==> src/rtl/float_signed_to_kulisch_pkg.sv <==
`default_nettype none
// ============================================================================
// Module      : float_signed_to_kulisch_pkg
// Description : Shared layouts and sizing helpers for the FloatSigned to
//               Kulisch accumulator conversion stage.
// Revision    : 1.0 - initial release
// ============================================================================
package float_signed_to_kulisch_pkg;

  // Default configuration of the log-domain MAC datapath.
  localparam int DEF_SIGNED_EXP   = 5;
  localparam int DEF_FRAC         = 8;
  localparam int DEF_ACC_NON_FRAC = 16;
  localparam int DEF_ACC_FRAC     = 16;
  localparam int DEF_W            = DEF_ACC_NON_FRAC + DEF_ACC_FRAC;

  // FloatSigned value: unbiased two's-complement exponent, hidden leading 1.
  typedef struct packed {
    logic                      sign;
    logic [DEF_SIGNED_EXP-1:0] exp;
    logic [DEF_FRAC-1:0]       frac;
    logic                      is_zero;
    logic                      is_inf;
  } float_signed_t;

  // Kulisch accumulator word plus its side flags.
  typedef struct packed {
    logic [DEF_W-1:0] data;
    logic             is_inf;
    logic             is_overflow;
    logic             overflow_sign;
  } kulisch_t;

  // Total accumulator width.
  function automatic int kulisch_width(input int acc_non_frac, input int acc_frac);
    return acc_non_frac + acc_frac;
  endfunction

  // Signed width able to hold the hidden-bit position, the shift derived
  // from it and the overflow threshold W-1 without wrapping.
  function automatic int pos_width(input int acc_frac, input int exp_w, input int w);
    return $clog2(acc_frac + (1 << (exp_w - 1)) + w + 1) + 2;
  endfunction

endpackage
`default_nettype wire

==> src/rtl/float_signed_to_kulisch_align_shift.sv <==
`default_nettype none
// ============================================================================
// Module      : kulisch_align_shift
// Description : Combinational bidirectional shifter placing the significand
//               at its hidden-bit position in the accumulator; also reports
//               when that position is at or beyond the accumulator sign bit.
// Revision    : 1.0 - initial release
// ============================================================================
module kulisch_align_shift #(
  parameter int FRAC = 8,
  parameter int W    = 32,
  parameter int PW   = 9
) (
  input  logic [FRAC:0]         sig,
  input  logic signed [PW-1:0]  pos,
  output logic [W-1:0]          mag,
  output logic                  overflow
);

  localparam logic signed [PW:0]   FRAC_S  = (PW+1)'(FRAC);
  localparam logic signed [PW-1:0] OVF_POS = PW'(W - 1);

  logic signed [PW:0] shift;
  logic [PW:0]        amt;
  logic [W-1:0]       sig_w;

  // Left shift when the LSB of sig lands at or above accumulator bit 0,
  // otherwise right shift and drop the bits that fall below it.
  always_comb begin
    sig_w    = W'(sig);
    shift    = {pos[PW-1], pos} - FRAC_S;
    amt      = shift[PW] ? -shift : shift;
    if (pos[PW-1]) begin
      mag = '0;
    end else if (shift[PW]) begin
      mag = sig_w >> amt;
    end else begin
      mag = sig_w << amt;
    end
    overflow = (pos >= OVF_POS);
  end

endmodule
`default_nettype wire

==> src/rtl/float_signed_to_kulisch.sv <==
`default_nettype none
// ============================================================================
// Module      : float_signed_to_kulisch
// Description : Registered FloatSigned to Kulisch fixed-point converter.
//               Aligns, truncates toward zero, applies sign and flags
//               infinity / overflow. One cycle of latency, no backpressure.
// Revision    : 1.0 - initial release
// ============================================================================
module float_signed_to_kulisch
  import float_signed_to_kulisch_pkg::*;
#(
  parameter int SIGNED_EXP         = 5,
  parameter int FRAC               = 8,
  parameter int ACC_NON_FRAC       = 16,
  parameter int ACC_FRAC           = 16,
  parameter int OVERFLOW_DETECTION = 0,
  localparam int W                 = kulisch_width(ACC_NON_FRAC, ACC_FRAC)
) (
  input  logic                  clock,
  input  logic                  resetn,
  input  logic                  in_valid,
  input  logic                  in_sign,
  input  logic [SIGNED_EXP-1:0] in_exp,
  input  logic [FRAC-1:0]       in_frac,
  input  logic                  in_is_zero,
  input  logic                  in_is_inf,
  output logic                  out_valid,
  output logic [W-1:0]          out_data,
  output logic                  out_is_inf,
  output logic                  out_is_overflow,
  output logic                  out_overflow_sign
);

  localparam int                   PW         = pos_width(ACC_FRAC, SIGNED_EXP, W);
  localparam logic signed [PW-1:0] ACC_FRAC_P = PW'(ACC_FRAC);
  localparam logic                 OVF_EN     = (OVERFLOW_DETECTION != 0);

  logic signed [PW-1:0] pos;
  logic [FRAC:0]        sig;
  logic [W-1:0]         mag;
  logic                 overflow;
  logic                 ovf_flag;
  logic [W-1:0]         nxt_data;
  logic                 nxt_inf;
  logic                 nxt_ovf;
  logic                 nxt_ovf_sign;

  // Hidden-bit position in the accumulator and the full significand.
  always_comb begin
    pos = ACC_FRAC_P + {{(PW-SIGNED_EXP){in_exp[SIGNED_EXP-1]}}, in_exp};
    sig = {1'b1, in_frac};
  end

  kulisch_align_shift #(
    .FRAC (FRAC),
    .W    (W),
    .PW   (PW)
  ) u_align (
    .sig      (sig),
    .pos      (pos),
    .mag      (mag),
    .overflow (overflow)
  );

  assign ovf_flag = OVF_EN & overflow;

  // Sign application and special-case priority: inf, then zero, then overflow.
  always_comb begin
    nxt_data     = in_sign ? -mag : mag;
    nxt_inf      = 1'b0;
    nxt_ovf      = 1'b0;
    nxt_ovf_sign = 1'b0;
    if (in_is_inf) begin
      nxt_data = '0;
      nxt_inf  = 1'b1;
    end else if (in_is_zero) begin
      nxt_data = '0;
    end else if (ovf_flag) begin
      nxt_data     = '0;
      nxt_ovf      = 1'b1;
      nxt_ovf_sign = in_sign;
    end
  end

  // Output register stage, cleared asynchronously while resetn is low.
  always_ff @(posedge clock or negedge resetn) begin
    if (!resetn) begin
      out_valid         <= 1'b0;
      out_data          <= '0;
      out_is_inf        <= 1'b0;
      out_is_overflow   <= 1'b0;
      out_overflow_sign <= 1'b0;
    end else begin
      out_valid         <= in_valid;
      out_data          <= nxt_data;
      out_is_inf        <= nxt_inf;
      out_is_overflow   <= nxt_ovf;
      out_overflow_sign <= nxt_ovf_sign;
    end
  end

endmodule
`default_nettype wire

==> config.mk <==
export PLATFORM = sky130hd
export DESIGN_NAME = float_signed_to_kulisch
export DESIGN_NICKNAME = d
export VERILOG_FILES = /design/src/rtl/float_signed_to_kulisch_pkg.sv /design/src/rtl/float_signed_to_kulisch_align_shift.sv /design/src/rtl/float_signed_to_kulisch.sv
export SDC_FILE = /design/constraint.sdc
export NUM_CORES = 1
export LEC_CHECK = 0
export CORE_UTILIZATION = 48
export DETAILED_ROUTE_END_ITERATION = 7
export HOLD_SLACK_MARGIN = 0.12
export PLACE_DENSITY = 0.72
export SYNTH_ARGS = -nofsm -noshare
export SYNTH_HDL_FRONTEND = slang
export SYNTH_HIERARCHICAL = 1
export SYNTH_SLANG_ARGS = --single-unit
==> constraint.sdc <==
create_clock -name clock -period 0.8 [get_ports clock]
set_input_delay 0.16 -clock clock [delete_from_list [all_inputs] [get_ports clock]]
set_output_delay 0.16 -clock clock [all_outputs]
set_load 0.005 [all_outputs]
Word-level counts from Yosys, hierarchy flattened
Index checks and enable logic that the tools add are counted.
{ "totals": {"reg_bits": 34, "inputBits": 19, "out_inout_bits": 36, "wordCells": 16} }
{ "classes": {"add_sub_neg": 4, "shifts": 2, "n_mux": 7} }
{ "op_table": {"columns": ["op", "count"], "rows": [
  ["2-to-1 mux 32 bit", 5],
  ["negation 32 bit", 1],
  ["<< shifter 9 x 10 -> 32 bit", 1],
  [">> shifter 9 x 10 -> 32 bit", 1],
  ["2-to-1 mux 10 bit", 1],
  ["negation 10 bit", 1],
  ["subtractor 7 x 5 -> 8 bit (second input constant)", 1],
  ["adder 6 x 5 -> 7 bit (first input constant)", 1],
  ["2-to-1 mux 1 bit", 1]
]} }

Logic depth before layout (Yosys ltp)
Gate-level depths: netlist of run 1.
{ "depth": {"depth_word": 11, "depth_mapped": 21, "depth_no_buf": 16} }

By module
Netlist of run 1, hierarchy kept.
{ "modules_own_cells": {"columns": ["mod", "n_inst", "cells_each", "area_per_inst_um2", "seq_area_each_um2"], "rows": [
  ["float_signed_to_kulisch", 1, 215, 1980.6, 850.8],
  ["kulisch_align_shift", 1, 265, 1706.6, 0.0]
]} }

Least setup slack after synthesis of run 1
No wires, ideal clock.
{ "synth_path": {"path_type": "input to register", "start": "input in_exp[0]", "end": "register out_data[30]", "setup_ps": 131, "t_arrival_ps": 3781, "t_required_ps": 669, "path_slack_ps": -3112, "cell_stages": 20, "path_buffers": 5, "path_cell_list": "buf_2 > buf_1 > inv_1 > ha_1 > and3b_1 > clkbuf_1 > a311oi_1 > nor3_1 > o221ai_1 > buf_2 > nor3_2 > nand3_1 > a21boi_1 > inv_1 > ha_1 > or4b_4 > buf_6 > nor3_4 > a21oi_1 > or3_1"} }
{ "synth_via": {"elab_chain_cells": 11, "word_cells_on_any_way": 12, "classes_between": "add/sub: 4; shift: 2; mux: 6"} }
{ "synth_rtl": {"columns": ["element", "line", "rtl"], "rows": [
  ["start, declared", "float_signed_to_kulisch.sv:23", "input logic [SIGNED_EXP-1:0] in_exp,"],
  ["adder 6 x 5 -> 7 bit (*)", "float_signed_to_kulisch.sv:50", "pos = ACC_FRAC_P + {{(PW-SIGNED_EXP){in_exp[SIGNED_EXP-1]}}, in_exp};"],
  ["subtractor 7 x 5 -> 8 bit", "float_signed_to_kulisch_align_shift.sv:31", "shift = {pos[PW-1], pos} - FRAC_S;"],
  ["negation 10 bit", "float_signed_to_kulisch_align_shift.sv:32", "amt = shift[PW] ? -shift : shift;"],
  ["2-to-1 mux 10 bit", "float_signed_to_kulisch_align_shift.sv:32", null],
  ["<< shifter 9 x 10 -> 32 bit / >> shifter 9 x 10 -> 32 bit (equally long branches)", "float_signed_to_kulisch_align_shift.sv:38, float_signed_to_kulisch_align_shift.sv:36", null],
  ["2-to-1 mux 32 bit", "float_signed_to_kulisch_align_shift.sv:35", "end else if (shift[PW]) begin"],
  ["2-to-1 mux 32 bit (*)", "float_signed_to_kulisch_align_shift.sv:33", "if (pos[PW-1]) begin"],
  ["named net mag[1]", "float_signed_to_kulisch.sv:40", "logic [W-1:0] mag;"],
  ["negation 32 bit (*)", "float_signed_to_kulisch.sv:69", "nxt_data = in_sign ? -mag : mag;"],
  ["2-to-1 mux 32 bit (*)", "float_signed_to_kulisch.sv:69", null],
  ["2-to-1 mux 32 bit (*)", "float_signed_to_kulisch.sv:76", "end else if (in_is_zero) begin"],
  ["2-to-1 mux 32 bit (*)", "float_signed_to_kulisch.sv:73", "if (in_is_inf) begin"],
  ["named net nxt_data[30]", "float_signed_to_kulisch.sv:43", "logic [W-1:0] nxt_data;"],
  ["end signal, assigned", "float_signed_to_kulisch.sv:95", "out_data <= nxt_data;"],
  ["end, declared", "float_signed_to_kulisch.sv:28", "output logic [W-1:0] out_data,"]
]} }
Mark *: on every way through the listed nets, which the timed path passes. The rest lies on a longest branch.

Worst setup path in the final report of run 1
{ "layout_path": {"start": "input in_exp[4]", "end": "register out_data[30]"} }
{ "layout_via": {"elab_chain_cells": 11, "word_cells_on_any_way": 12, "classes_between": "add/sub: 4; shift: 2; mux: 6"} }
{ "layout_rtl": {"columns": ["element", "line", "rtl"], "rows": [
  ["adder 6 x 5 -> 7 bit (*)", "float_signed_to_kulisch.sv:50", null],
  ["named net pos[4]", "float_signed_to_kulisch.sv:38", "logic signed [PW-1:0] pos;"],
  ["subtractor 7 x 5 -> 8 bit (*)", "float_signed_to_kulisch_align_shift.sv:31", null],
  ["negation 10 bit", "float_signed_to_kulisch_align_shift.sv:32", null],
  ["2-to-1 mux 10 bit", "float_signed_to_kulisch_align_shift.sv:32", null],
  ["<< shifter 9 x 10 -> 32 bit / >> shifter 9 x 10 -> 32 bit (equally long branches)", "float_signed_to_kulisch_align_shift.sv:38, float_signed_to_kulisch_align_shift.sv:36", null],
  ["2-to-1 mux 32 bit (*)", "float_signed_to_kulisch_align_shift.sv:35", null],
  ["2-to-1 mux 32 bit (*)", "float_signed_to_kulisch_align_shift.sv:33", null],
  ["named net mag[24]", "float_signed_to_kulisch.sv:40", null],
  ["negation 32 bit (*)", "float_signed_to_kulisch.sv:69", null],
  ["2-to-1 mux 32 bit (*)", "float_signed_to_kulisch.sv:69", null],
  ["2-to-1 mux 32 bit (*)", "float_signed_to_kulisch.sv:76", null],
  ["2-to-1 mux 32 bit (*)", "float_signed_to_kulisch.sv:73", null],
  ["named net nxt_data[30]", "float_signed_to_kulisch.sv:43", null]
]} }
Marks and branches as above.

==> flow_metrics.env, run 1 <==
export IMPL_final_hold_viol_count=0
export IMPL_violations="setup timing"
export IMPL_status="finished with violations"
export IMPL_grt_pass1_wl_mm=23.8
export IMPL_die_w_um=89.1
export IMPL_track_usage_pct=39.3
export IMPL_slew_viol_final=0
export IMPL_drtIter0Drc=347
export IMPL_dr_pass1_iters=5
export IMPL_vias_per_cell=6.35
export IMPL_worstPathArrival_ns=3.78
export IMPL_avgSynthCellArea_um2=7.70
export IMPL_grt_overflow=0
export IMPL_gp_congestion=0.932
export IMPL_cap_viol_max_count=0
export IMPL_worst_slew_pin_slew_ns=0.554
export IMPL_ir_worst_vdd_uv=724
export IMPL_p_per_area_mw_per_mm2=1260
export IMPL_grt_pass1_vias=4724
export IMPL_fin_cells=790
export IMPL_cts_max_path_buffers=2
export IMPL_port_buffers=52
export IMPL_dp_cells=753
export IMPL_final_cell_mix="168 x buf_4, 61 x nor2_1, 35 x buf_2, 34 x dfrtp_1, 28 x nand2_1"
export IMPL_cts_sinks=34
export IMPL_rsz0062_at_grt="yes"
export IMPL_layout_setup_ws_ns=-2.81
export IMPL_grt_max_degree=35
export IMPL_min_period_over_period_pct=452
export IMPL_antenna_found_initial=0
export IMPL_ant_nets=0
export IMPL_cts_buffers=5
export IMPL_ios=55
export IMPL_rows=31
export IMPL_detail_route_wl_per_cell_um=21.5
export IMPL_crit_type="in -> reg"
export IMPL_vias=5016
export IMPL_crit_required_ns=0.96
export IMPL_synth_cell_area_mm2=0.00364
export IMPL_tns_ns=-81.21
export IMPL_core_mm2=0.00729
export IMPL_drc=0
export IMPL_end_kind="flop"
export IMPL_htree_levels=2
export IMPL_fp_dieH_um=89.1
export IMPL_area_delta_synth_final_pct=74.1
export IMPL_clk_pin_slew_ns=0.08
export IMPL_netlist_instances=473
export IMPL_wl_mm=17.0
export IMPL_start_util_pct=49.9
export IMPL_p_leak_nw=2.88
export IMPL_final_common_cell="buf_4"
export IMPL_drive_gt1_share_pct=53.3
export IMPL_worstPathMaxFanout=4
export IMPL_timing_hold_ws_ns=0.248
export IMPL_place_ws_ns=-3.32
export IMPL_design_area_mm2=0.00634
export IMPL_nets=713
export IMPL_n_antenna_cell=0
export IMPL_finalCriticalPeriod_ns=3.61
export IMPL_min_path_type="in -> async"
export IMPL_ys_warn_count=6
export IMPL_startpoint="in_exp[4]"
export IMPL_start_kind="input pin"
export IMPL_cts_tree="done"
export IMPL_place_area_mm2=0.00553
export IMPL_die_area_mm2=0.00794
export IMPL_relSlewSlack_pct=62.8
export IMPL_finalSetupViolCount=66
export IMPL_clockRootBuffer="clkbuf_8"
export IMPL_fmax_mhz=277
export IMPL_dp_hpwl_mm=10.2
-- through the flow --
step | util, % | total power, mW
2_1_floorplan | - | 3.67
3_5_place_dp | 75.9 | 5.08
3_3_place_gp | 75.9 | 5.02
5_1_grt | 86.9 | 8.28
4_1_cts | 84.0 | 7.53
6_report | 86.9 | 8.01
-- flip-flops by register name, indices dropped and copies added, names as in the netlist --
register    count
out_data       32
out_is_inf      1
out_valid       1
-- final timing paths --
kind	endpoint	cells after the start
min in group clock	out_valid	1
max in group asynchronous	out_data[5]	2
worst min-delay path	out_data[23]	2
worst max-delay path	out_data[30]	19
-- critical path, cell delays in order --
cell and delay [ns]:
buf_6 0.09, inv_2 0.05, inv_2 0.05, ha_4 0.15, nor4b_4 0.12, buf_6 0.13, or2_4 0.27, a21oi_4 0.22
buf_6 0.15, mux2i_2 0.26, o21ai_1 0.11, a21oi_2 0.21, buf_4 0.16, buf_4 0.09, nor2_1 0.04, or4_1 0.56
nor4_1 0.44, o22ai_1 0.17, or3_1 0.34
-- area by class of cell --
cell class              instances  area, µm²
inverters                      15       63.8
clock inverters                 3       68.8
clock buffers                   5       68.8
fillers                       385        955
repair buffers                239       1870
flip-flops and latches         34        851
well taps                      99        124
multi-input cells             395       3290
-- where the power goes --
| group | leakage, nW | internal, mW | switching, mW |
|---|---|---|---|
| registers | 0.467 | 1.79 | 0.0209 |
| clock network | 0.0683 | 1.25 | 0.677 |
| logic | 2.34 | 2.05 | 2.22 |
| total | 2.88 | 5.09 | 2.92 |
-- layer usage --
metal	global-route usage [%]	wire length, µm	share of wire, %
met1	42.2	6160	36
met2	71.3	8440	50
met3	6.83	1240	7.3
met4	25.1	1130	6.6
met5	0	0	0
-- repair_timing --
item                       CTS  global route
buffers inserted            22             7
hold buffers                 0             0
setup endpoints to repair   66            66
gates resized for setup    241            40
cloned                       1             0
pin swaps                   48            26
Power figures use the tool's default switching activity.
==> inputs of run 2 (changes only) <==
--- a/config.mk
+++ b/config.mk
@@ -5,10 +5,11 @@
 export SDC_FILE = /design/constraint.sdc
 export NUM_CORES = 1
 export LEC_CHECK = 0
-export CORE_UTILIZATION = 48
+export CORE_MARGIN = 2
+export CORE_UTILIZATION = 56
 export DETAILED_ROUTE_END_ITERATION = 7
 export HOLD_SLACK_MARGIN = 0.12
-export PLACE_DENSITY = 0.72
+export PLACE_DENSITY = 0.82
 export SYNTH_ARGS = -nofsm -noshare
 export SYNTH_HDL_FRONTEND = slang
 export SYNTH_HIERARCHICAL = 1
==> flow_metrics.env, run 2 <==
export IMPL_firstError="[ERROR DPL-0038] Utilization greater than 100%, impossible to legalize"
export IMPL_clockRootBuffer="clkbuf_8"
export IMPL_fp_dieH_um=84.6
export IMPL_status="stopped before the end"
export IMPL_cts_max_path_buffers=2
export IMPL_worstEpCategory="register input"
export IMPL_netlist_instances=473
export IMPL_rows=29
export IMPL_avgSynthCellArea_um2=7.70
export IMPL_grt_max_degree=35
export IMPL_lastStage="global routing"
export IMPL_port_buffers=52
export IMPL_worstEndpointGrtRepair="out_data[30]$_DFF_PN0_/D"
export IMPL_cts_buffers=5
export IMPL_ios=55
export IMPL_gp_congestion=1.02
export IMPL_ys_warn_count=6
export IMPL_htree_levels=2
export IMPL_start_util_pct=57.6
export IMPL_dp_hpwl_mm=10.5
export IMPL_place_area_mm2=0.00547
export IMPL_die_w_um=84.6
export IMPL_synth_cell_area_mm2=0.00364
run 2: through the flow:
| stage | setup slack (ns) | TNS [ns] | hold WS, ns | std cells |
|---|---|---|---|---|
| after floorplan | -2.56 | -72.09 | -0.136 | 484 |
| after global placement | -3.27 | -103.19 | 0.548 | 728 |
| after detailed placement | -3.38 | -104.82 | 0.559 | 728 |
| after CTS | -2.41 | -76.29 | 0.255 | 760 |
run 2: repair_timing:
| action | 4_1_cts |
|---|---|
| hold buffers | 0 |
| endpoints found under the setup margin | 66 |
| pin swaps | 50 |
| setup buffers | 24 |
| gates resized for setup | 243 |
==> inputs of run 3 (changes only) <==
--- a/config.mk
+++ b/config.mk
@@ -6,10 +6,9 @@
 export NUM_CORES = 1
 export LEC_CHECK = 0
 export CORE_MARGIN = 2
-export CORE_UTILIZATION = 56
+export CORE_UTILIZATION = 40
 export DETAILED_ROUTE_END_ITERATION = 7
-export HOLD_SLACK_MARGIN = 0.12
-export PLACE_DENSITY = 0.82
+export PLACE_DENSITY_LB_ADDON = 0.15
 export SYNTH_ARGS = -nofsm -noshare
 export SYNTH_HDL_FRONTEND = slang
 export SYNTH_HIERARCHICAL = 1
==> flow_metrics.env, run 3 (same netlist as run 1, synthesis figures left out) <==
export IMPL_status="finished with violations"
export IMPL_violations="setup timing"
export IMPL_slew_viol_final=0
export IMPL_fillers=639
export IMPL_ant_nets=0
export IMPL_drive_gt1_share_pct=52.0
export IMPL_crit_required_ns=0.97
export IMPL_vias=4488
export IMPL_worstPathMaxFanout=5
export IMPL_clockRootBuffer="clkbuf_8"
export IMPL_rows=34
export IMPL_tns_ns=-78.43
export IMPL_min_path_type="in -> async"
export IMPL_finalCoreUtilization_pct=72.8
export IMPL_p_sw_share_pct=36.8
export IMPL_port_buffers=52
export IMPL_min_period_over_period_pct=422
export IMPL_comb_power_share_pct=56.3
export IMPL_relSlewSlack_pct=64.5
export IMPL_detail_route_wl_per_cell_um=17.0
export IMPL_track_usage_pct=26.7
export IMPL_top_regs="out_data: 32 flops, out_is_inf: 1 flops, out_valid: 1 flops"
export IMPL_gp_congestion=0.983
export IMPL_grt_pass1_wl_mm=21.6
export IMPL_p_per_area_mw_per_mm2=1130
export IMPL_fmax_mhz=296
export IMPL_dp_cells=761
export IMPL_power_share_clock_pct=18.5
export IMPL_grt_overflow=0
export IMPL_timing_hold_ws_ns=0.234
export IMPL_worst_slew_pin_slew_ns=0.528
export IMPL_n_antenna_cell=0
export IMPL_die_area_mm2=0.00988
export IMPL_crit_type="in -> reg"
export IMPL_drtIter0Drc=222
export IMPL_finalCriticalPeriod_ns=3.37
export IMPL_ir_worst_vdd_uv=783
export IMPL_worstPathArrival_ns=3.54
export IMPL_fp_dieH_um=99.4
export IMPL_power_frac_seq_pct=25.2
export IMPL_area_delta_synth_final_pct=75.2
export IMPL_end_kind="flop"
export IMPL_core_mm2=0.00876
export IMPL_finalSetupViolCount=66
export IMPL_final_cell_mix="154 x buf_4, 59 x nor2_1, 35 x buf_2, 34 x dfrtp_1, 29 x nand2_1"
export IMPL_wl_mm=13.6
export IMPL_largest_reg_flops=32
export IMPL_grt_max_degree=35
export IMPL_fin_cells=798
export IMPL_antenna_found_initial=0
export IMPL_dr_pass1_iters=5
export IMPL_htree_levels=2
export IMPL_rsz0062_at_grt="yes"
export IMPL_internal_power_mw=4.54
export IMPL_dp_hpwl_mm=9.96
export IMPL_cts_buffers=5
export IMPL_postCtsHoldBufs=0
export IMPL_cts_sinks=34
export IMPL_final_common_cell="buf_4"
export IMPL_drc=0
export IMPL_top_register="out_data"
export IMPL_start_util_pct=41.5
export IMPL_clk_pin_slew_ns=0.07
export IMPL_final_hold_viol_count=0
export IMPL_p_leak_nw=2.87
export IMPL_cts_max_path_buffers=2
export IMPL_cts_tree="done"
export IMPL_nets=712
export IMPL_grt_pass1_vias=4355
export IMPL_ios=55
export IMPL_cap_viol_max_count=0
export IMPL_design_area_mm2=0.00638
export IMPL_vias_per_cell=5.62
export IMPL_layout_setup_ws_ns=-2.57
export IMPL_place_area_mm2=0.00556
export IMPL_p_switching_mw=2.64
export IMPL_die_w_um=99.4
export IMPL_start_kind="input pin"
## run 3: worst max-delay path by stage
stage               from  slack, ns           end
4_1_cts        in_exp[4]      -2.40  out_data[21]
5_1_grt        in_exp[3]      -2.70  out_data[14]
6_report       in_exp[3]      -2.57  out_data[14]
3_5_place_dp   in_exp[3]      -3.48  out_data[31]
2_1_floorplan  in_exp[0]      -2.56  out_data[30]
3_3_place_gp   in_exp[3]      -3.42  out_data[31]
## run 3: critical path, cell delays in order
cell and delay (ns):
buf_8 0.11, inv_6 0.05, ha_4 0.13, nor4b_4 0.32, buf_4 0.19, nor3_4 0.04, a21o_4 0.21, buf_6 0.14
a211oi_2 0.23, nor3_1 0.09, o211ai_1 0.23, nand2_1 0.14, inv_2 0.10, ha_4 0.13, or4b_4 0.52, buf_8 0.18
o41ai_4 0.24, xor2_1 0.25, nor2_1 0.07
## run 3: final cells by class
cell class                      count  area, µm²  area share [%]
Inverter                           15       68.8            1.08
Sequential cell                    34        851            13.3
Clock inverter                      1       5.00          0.0785
Timing Repair Buffer              238       1960            30.7
Tap cell                          108        135            2.12
Multi-Input combinational cell    395       3280            51.4
Clock buffer                        7       86.3            1.35
## run 3: layer usage
metal	track usage, %	wire [µm]
met4	8.64	323
met1	34.2	5750
met2	47.3	6850
met3	2.53	639
met5	0	0
## run 3: power groups by stage
stage,clock network [mW],logic [mW],registers [mW]
after floorplan,0,1.81,1.86
after global placement,0,3.27,1.84
after detailed placement,0,3.30,1.85
after CTS,1.33,3.74,1.81
after global routing,1.42,4.31,1.81
final,1.33,4.04,1.81
## run 3: timing repair
action	in CTS	in global routing
pin swaps	48	30
setup buffers	25	10
endpoints found under the setup margin	66	66
resized for setup	245	44
cloned	1	0
## run 3: metrics by stage
stage / total power [mW] / worst slack (ns)
2_1_floorplan: 3.67 / -2.56
3_3_place_gp: 5.12 / -3.42
3_5_place_dp: 5.14 / -3.48
4_1_cts: 6.88 / -2.40
5_1_grt: 7.54 / -2.70
6_report: 7.18 / -2.57
==> inputs of run 4 (changes only) <==
--- a/config.mk
+++ b/config.mk
@@ -6,7 +6,7 @@
 export NUM_CORES = 1
 export LEC_CHECK = 0
 export CORE_MARGIN = 2
-export CORE_UTILIZATION = 40
+export CORE_UTILIZATION = 45
 export DETAILED_ROUTE_END_ITERATION = 7
 export PLACE_DENSITY_LB_ADDON = 0.15
 export SYNTH_ARGS = -nofsm -noshare
==> constraint.sdc (replaced) <==
create_clock -name clock -period 3 [get_ports clock]
set_input_delay 0.6 -clock clock [delete_from_list [all_inputs] [get_ports clock]]
set_output_delay 0.6 -clock clock [all_outputs]
set_load 0.005 [all_outputs]
==> flow_metrics.env, run 4 (same netlist as run 1, synthesis figures left out) <==
export IMPL_worstPathMaxFanout=7
export IMPL_vias_per_cell=6.08
export IMPL_detail_route_wl_per_cell_um=19.7
export IMPL_track_usage_pct=32.6
export IMPL_rows=32
export IMPL_startpoint="in_exp[4]"
export IMPL_p_sw_share_pct=38.2
export IMPL_fp_dieH_um=93.9
export IMPL_core_mm2=0.00777
export IMPL_rsz0062_at_grt="yes"
export IMPL_cts_buffers=5
export IMPL_postCtsHoldBufs=0
export IMPL_grt_overflow=0
export IMPL_drc=0
export IMPL_ir_worst_vdd_uv=195
export IMPL_place_ws_ns=-1.61
export IMPL_port_buffers=52
export IMPL_internal_power_mw=1.24
export IMPL_htree_levels=2
export IMPL_finalSetupViolCount=30
export IMPL_layout_setup_ws_ns=-0.866
export IMPL_cap_viol_max_count=0
export IMPL_worstPathArrival_ns=4.09
export IMPL_n_antenna_cell=0
export IMPL_wl_mm=15.5
export IMPL_vias=4768
export IMPL_die_w_um=93.9
export IMPL_gp_congestion=0.988
export IMPL_finalCoreUtilization_pct=83.7
export IMPL_min_period_over_period_pct=129
export IMPL_cts_sinks=34
export IMPL_ant_nets=0
export IMPL_slowest_stage="or4_4"
export IMPL_antenna_found_initial=0
export IMPL_clockRootBuffer="clkbuf_8"
export IMPL_cp_cell_sequence="buf_6 > inv_4 > inv_4 > ha_4 > nor4b_4 > buf_4 > or2_4 > a21o_4 > buf_4 > mux2_4 > mux2_4 > a31oi_1 > nor2_1 > or4_4 > nor3_4 > buf_6 > and4_1 > or3_1"
export IMPL_drtIter0Drc=324
export IMPL_nets=704
export IMPL_top_register="out_data"
export IMPL_critPathMaxStageDelay_ns=0.54
export IMPL_start_kind="input pin"
export IMPL_p_leak_nw=2.76
export IMPL_worst_slew_pin_slew_ns=0.682
export IMPL_design_area_mm2=0.00650
export IMPL_top_regs="out_data: 32 flops, out_is_inf: 1 flops, out_valid: 1 flops"
export IMPL_place_area_mm2=0.00537
export IMPL_comb_power_share_pct=58.0
export IMPL_area_delta_synth_final_pct=78.5
export IMPL_p_per_area_mw_per_mm2=308
export IMPL_timing_hold_ws_ns=0.728
export IMPL_final_hold_viol_count=0
export IMPL_largest_reg_flops=32
export IMPL_finalCriticalPeriod_ns=3.87
export IMPL_fillers=446
export IMPL_cts_max_path_buffers=2
export IMPL_p_switching_uw=765
export IMPL_status="finished with violations"
export IMPL_fmax_mhz=259
export IMPL_power_share_clock_pct=17.9
export IMPL_grt_pass1_vias=4559
export IMPL_end_kind="flop"
export IMPL_dp_hpwl_mm=9.66
export IMPL_final_common_cell="buf_4"
export IMPL_dr_pass1_iters=5
export IMPL_final_cell_mix="156 x buf_4, 57 x nor2_1, 47 x clkdlybuf4s50_1, 34 x dfrtp_1, 31 x nand2_1"
export IMPL_relSlewSlack_pct=54.4
export IMPL_clk_pin_slew_ns=0.07
export IMPL_power_frac_seq_pct=24.1
export IMPL_drive_gt1_share_pct=47.9
export IMPL_die_area_mm2=0.00882
export IMPL_min_path_type="in -> async"
export IMPL_power_total_mw=2.00
export IMPL_grt_pass1_wl_mm=22.7
export IMPL_grt_max_degree=35
export IMPL_crit_type="in -> reg"
export IMPL_cts_tree="done"
export IMPL_start_util_pct=46.9
export IMPL_crit_required_ns=3.22
export IMPL_ios=55
export IMPL_slew_viol_final=0
export IMPL_violations="setup timing"
run 4: final cells by class:
class | count | area [µm²] | area share (%)
multi-input cells | 395 | 3390 | 52.2
repair buffers | 230 | 1970 | 30.3
flip-flops and latches | 34 | 851 | 13.1
well taps | 102 | 128 | 1.96
clock buffers | 6 | 82.6 | 1.27
inverters | 15 | 68.8 | 1.06
clock inverters | 2 | 12.5 | 0.193
run 4: worst max-delay path, delay by kind of cell:
kind	cells	cell delay, ns
mux	2	0.61
fa+ha+maj	1	0.15
compound gates	2	0.40
buf+inv	6	0.66
simple gates	7	1.67
run 4: metrics by stage:
stage,std cells,TNS (ns)
finish,784,-21.47
CTS,778,-17.24
global placement,741,-42.61
floorplan,484,-16.84
global route,784,-23.37
detailed placement,741,-44.93
run 4: power groups by stage:
| stage | combinational, mW | sequential (mW) | clock (mW) |
|---|---|---|---|
| final | 1.16 | 0.483 | 0.358 |
| after global routing | 1.22 | 0.484 | 0.387 |
| after CTS | 1.01 | 0.483 | 0.360 |
| after detailed placement | 0.837 | 0.492 | 0 |
| after global placement | 0.826 | 0.491 | 0 |
| after floorplan | 0.482 | 0.495 | 0 |
run 4: routing by layer:
metal	up-vias	track usage (%)	part of all wire, %
met1	2277	38.4	38
met5	-	0	0
met2	261	58.8	51
met3	76	3.61	6.4
li1	2154	-	-
met4	0	14.7	4.8
run 4: how the worst max path moves through the flow:
stage                               to  slack (ns)  cells after the start
final                     out_data[30]       -0.87                     18
after global routing      out_data[30]       -0.91                     18
after CTS                 out_data[30]       -0.66                     18
after detailed placement  out_data[12]       -1.61                     15
after global placement    out_data[12]       -1.54                     15
after floorplan           out_data[30]       -0.81                     20
run 4: repair_timing:
action	in CTS	in global routing
resized for setup	127	50
pin swaps	65	32
cloned	1	0
setup buffers	30	14
endpoints found under the setup margin	32	31
==> edit, RTL diff (settings of run 1) <==
Register the output `out_data` once more; this adds one clock of latency there. The other outputs are not delayed to match.
--- a/src/rtl/float_signed_to_kulisch.sv
+++ b/src/rtl/float_signed_to_kulisch.sv
@@ -34,6 +34,8 @@
   localparam int                   PW         = pos_width(ACC_FRAC, SIGNED_EXP, W);
   localparam logic signed [PW-1:0] ACC_FRAC_P = PW'(ACC_FRAC);
   localparam logic                 OVF_EN     = (OVERFLOW_DETECTION != 0);
+
+  logic [W-1:0] out_data_s0;
 
   logic signed [PW-1:0] pos;
   logic [FRAC:0]        sig;
@@ -86,19 +88,23 @@
   always_ff @(posedge clock or negedge resetn) begin
     if (!resetn) begin
       out_valid         <= 1'b0;
-      out_data          <= '0;
+      out_data_s0       <= '0;
       out_is_inf        <= 1'b0;
       out_is_overflow   <= 1'b0;
       out_overflow_sign <= 1'b0;
     end else begin
       out_valid         <= in_valid;
-      out_data          <= nxt_data;
+      out_data_s0       <= nxt_data;
       out_is_inf        <= nxt_inf;
       out_is_overflow   <= nxt_ovf;
       out_overflow_sign <= nxt_ovf_sign;
     end
   end
 
+  always_ff @(posedge clock) begin
+    out_data <= out_data_s0;
+  end
+
 endmodule
 `default_nettype wire
 
Formal check against the unedited RTL: not equivalent (a bounded check fails within 4 cycles, from zero or initial values and one cycle with resetn low).
==> edit against run 1 <==
The run still ends with negative setup slack left. Synthesized area is 18% higher. Sequential cell count up 32. Cell count up 5.4%. Global-route usage fell by 6.6 points. Total power up 40%. First-iteration DRC count down 29%. Via count fell by 1.7%. Cell area is 14% higher. Setup slack improved by 0.29 ns. Wire length down 4.1%. Synthesized cell count increased by 6.8%. Sequential share of layout area up 7.5 points. Largest power group unchanged.
==> edit: results (changes against run 1) <==
Outcome
  – Status: finished with violations
  – Failing checks: negative setup slack

GRT
  – Initial antenna violation count: 0 (unchanged)
  – Largest net degree at the start of global routing: 35 (unchanged)
  – Met2 usage: 0.567 (-0.146)
  – Vias in the first global route: 4637 (-1.8%)
  – M1 GR Usage: 0.378 (-0.0436)
  – Met3 Resource Use GR: 0.0634 (-0.00495)
  – First-pass GRT wire length: 23000 um (-3.5%)
  – Total track usage: 0.327 (-0.0660)
  – Grt total ovfl: 0 (unchanged)

Clock tree
  – CTS root buf: clkbuf_8
  – Clk_lat worst skew: 0.35 ns
  – Inserted Clock Buffers: 9 (+4)
  – CTS tree: yes
  – CTS HTree Levels: 3 (+1)
  – Clock transition at path regs: 0.07 ns
  – Max Root-Sink Buffers: 2 (unchanged)

Timing
  – Worst-Margin Slew: 0.633 ns (+0.0788 ns)
  – Count of final setup violators: 66 (unchanged)
  – Sum of negative setup slack: -78.84 ns (+2.38 ns)
  – Clock skew: 0.00706 ns
  – Setup WS post-layout: -2.53 ns (+0.289 ns)

Setup path
  – CP Data Arrival Time: 3.58 ns (-0.20 ns)
  – CP max FO: 7 (+3)
  – RR Startpoint: out_data_s0[12]
  – CP top delay family: simple AND/OR/NAND/NOR gates
  – Critical Path Source: in_exp[4]
  – Depth of the worst register-to-register path: 0
  – Max stage delay on crit path: 0.62 ns (+0.06 ns)
  – Slowest stage cell, crit path: or4_4

Layout
  – Diode count: 0 (unchanged)
  – Post-route insts no fill: 833 (+5.4%)
  – Largest regs: out_data: 32 flops, out_data_s0: 32 flops
  – Nets: 743 (+4.2%)
  – Share of layout cells above drive strength 1: 0.523 (-0.00980)

Pwr
  – Max VDD drop: 1.12 mV (+55%)
  – Pint: 0.00765 W (+50%)
  – Leak: 3.19 nW (+11%)

Placed design
  – Pre-CTS WS: -3.33 ns (-0.00668 ns)
  – Gpl congestion: 0.889 (-4.6%)
  – PortBufs: 52 (unchanged)
  – Placed inst area: 6110 sq um (+10%)
  – Inst Count DP: 787 (+4.5%)
  – Hpwl dp: 10300 um (+0.63%)

Min path
  – Worst Hold Class: in -> async

Route
  – Vias: 4933 (-1.7%)
  – Initial DRC Count: 247 (-29%)
  – Total Wirelength: 16300 um (-4.1%)
  – Detailed Routing Iterations Pass 1: 4 (-1)

Logic synthesis
  – Synthesis warning total: 6 (unchanged)
  – Syn_area_per_cell: 8.48 sq um (+10%)
-- edit: worst paths after layout --
| path | end | slack [ns] |
|---|---|---|
| worst max-delay path | out_data_s0[21] | -2.53 |
| worst min-delay path | out_data_s0[21] | 0.17 |
| worst max register to register | out_data[12] | 0.29 |
| worst min register to register | out_data[6] | 0.34 |
| max in group asynchronous | out_data_s0[6] | 0.43 |
| min in group clock | out_valid | 0.26 |
-- edit: cell type report --
| class | count | area [sq um] |
|---|---|---|
| multi-input cells | 395 | 3310 |
| repair buffers | 233 | 1970 |
| flip-flops and latches | 66 | 1520 |
| fillers | 459 | 1430 |
| well taps | 108 | 135 |
| clock buffers | 10 | 128 |
| clock inverters | 6 | 115 |
| inverters | 15 | 68.8 |
-- edit: layer usage --
layer / vias to the layer above / wire, um
met2: 258 / 8020
met1: 2342 / 6320
li1: 2255 / -
met4: 0 / 836
met5: - / 0
met3: 78 / 1100
-- edit: repair_timing --
| action | CTS | global route |
|---|---|---|
| pin swaps | 29 | 46 |
| setup endpoints to repair | 66 | 66 |
| setup buffers | 26 | 13 |
| gates resized for setup | 240 | 85 |
-- edit: power groups by stage --
| stage | Clock, W | Combinational (W) | Sequential (W) |
|---|---|---|---|
| finish | 0.00341 | 0.00425 | 0.00351 |
| CTS | 0.00339 | 0.00374 | 0.00350 |
| detailed placement | 0 | 0.00323 | 0.00356 |
| global placement | 0 | 0.00319 | 0.00356 |
| global route | 0.00356 | 0.00449 | 0.00353 |
| floorplan | 0 | 0.00181 | 0.00357 |
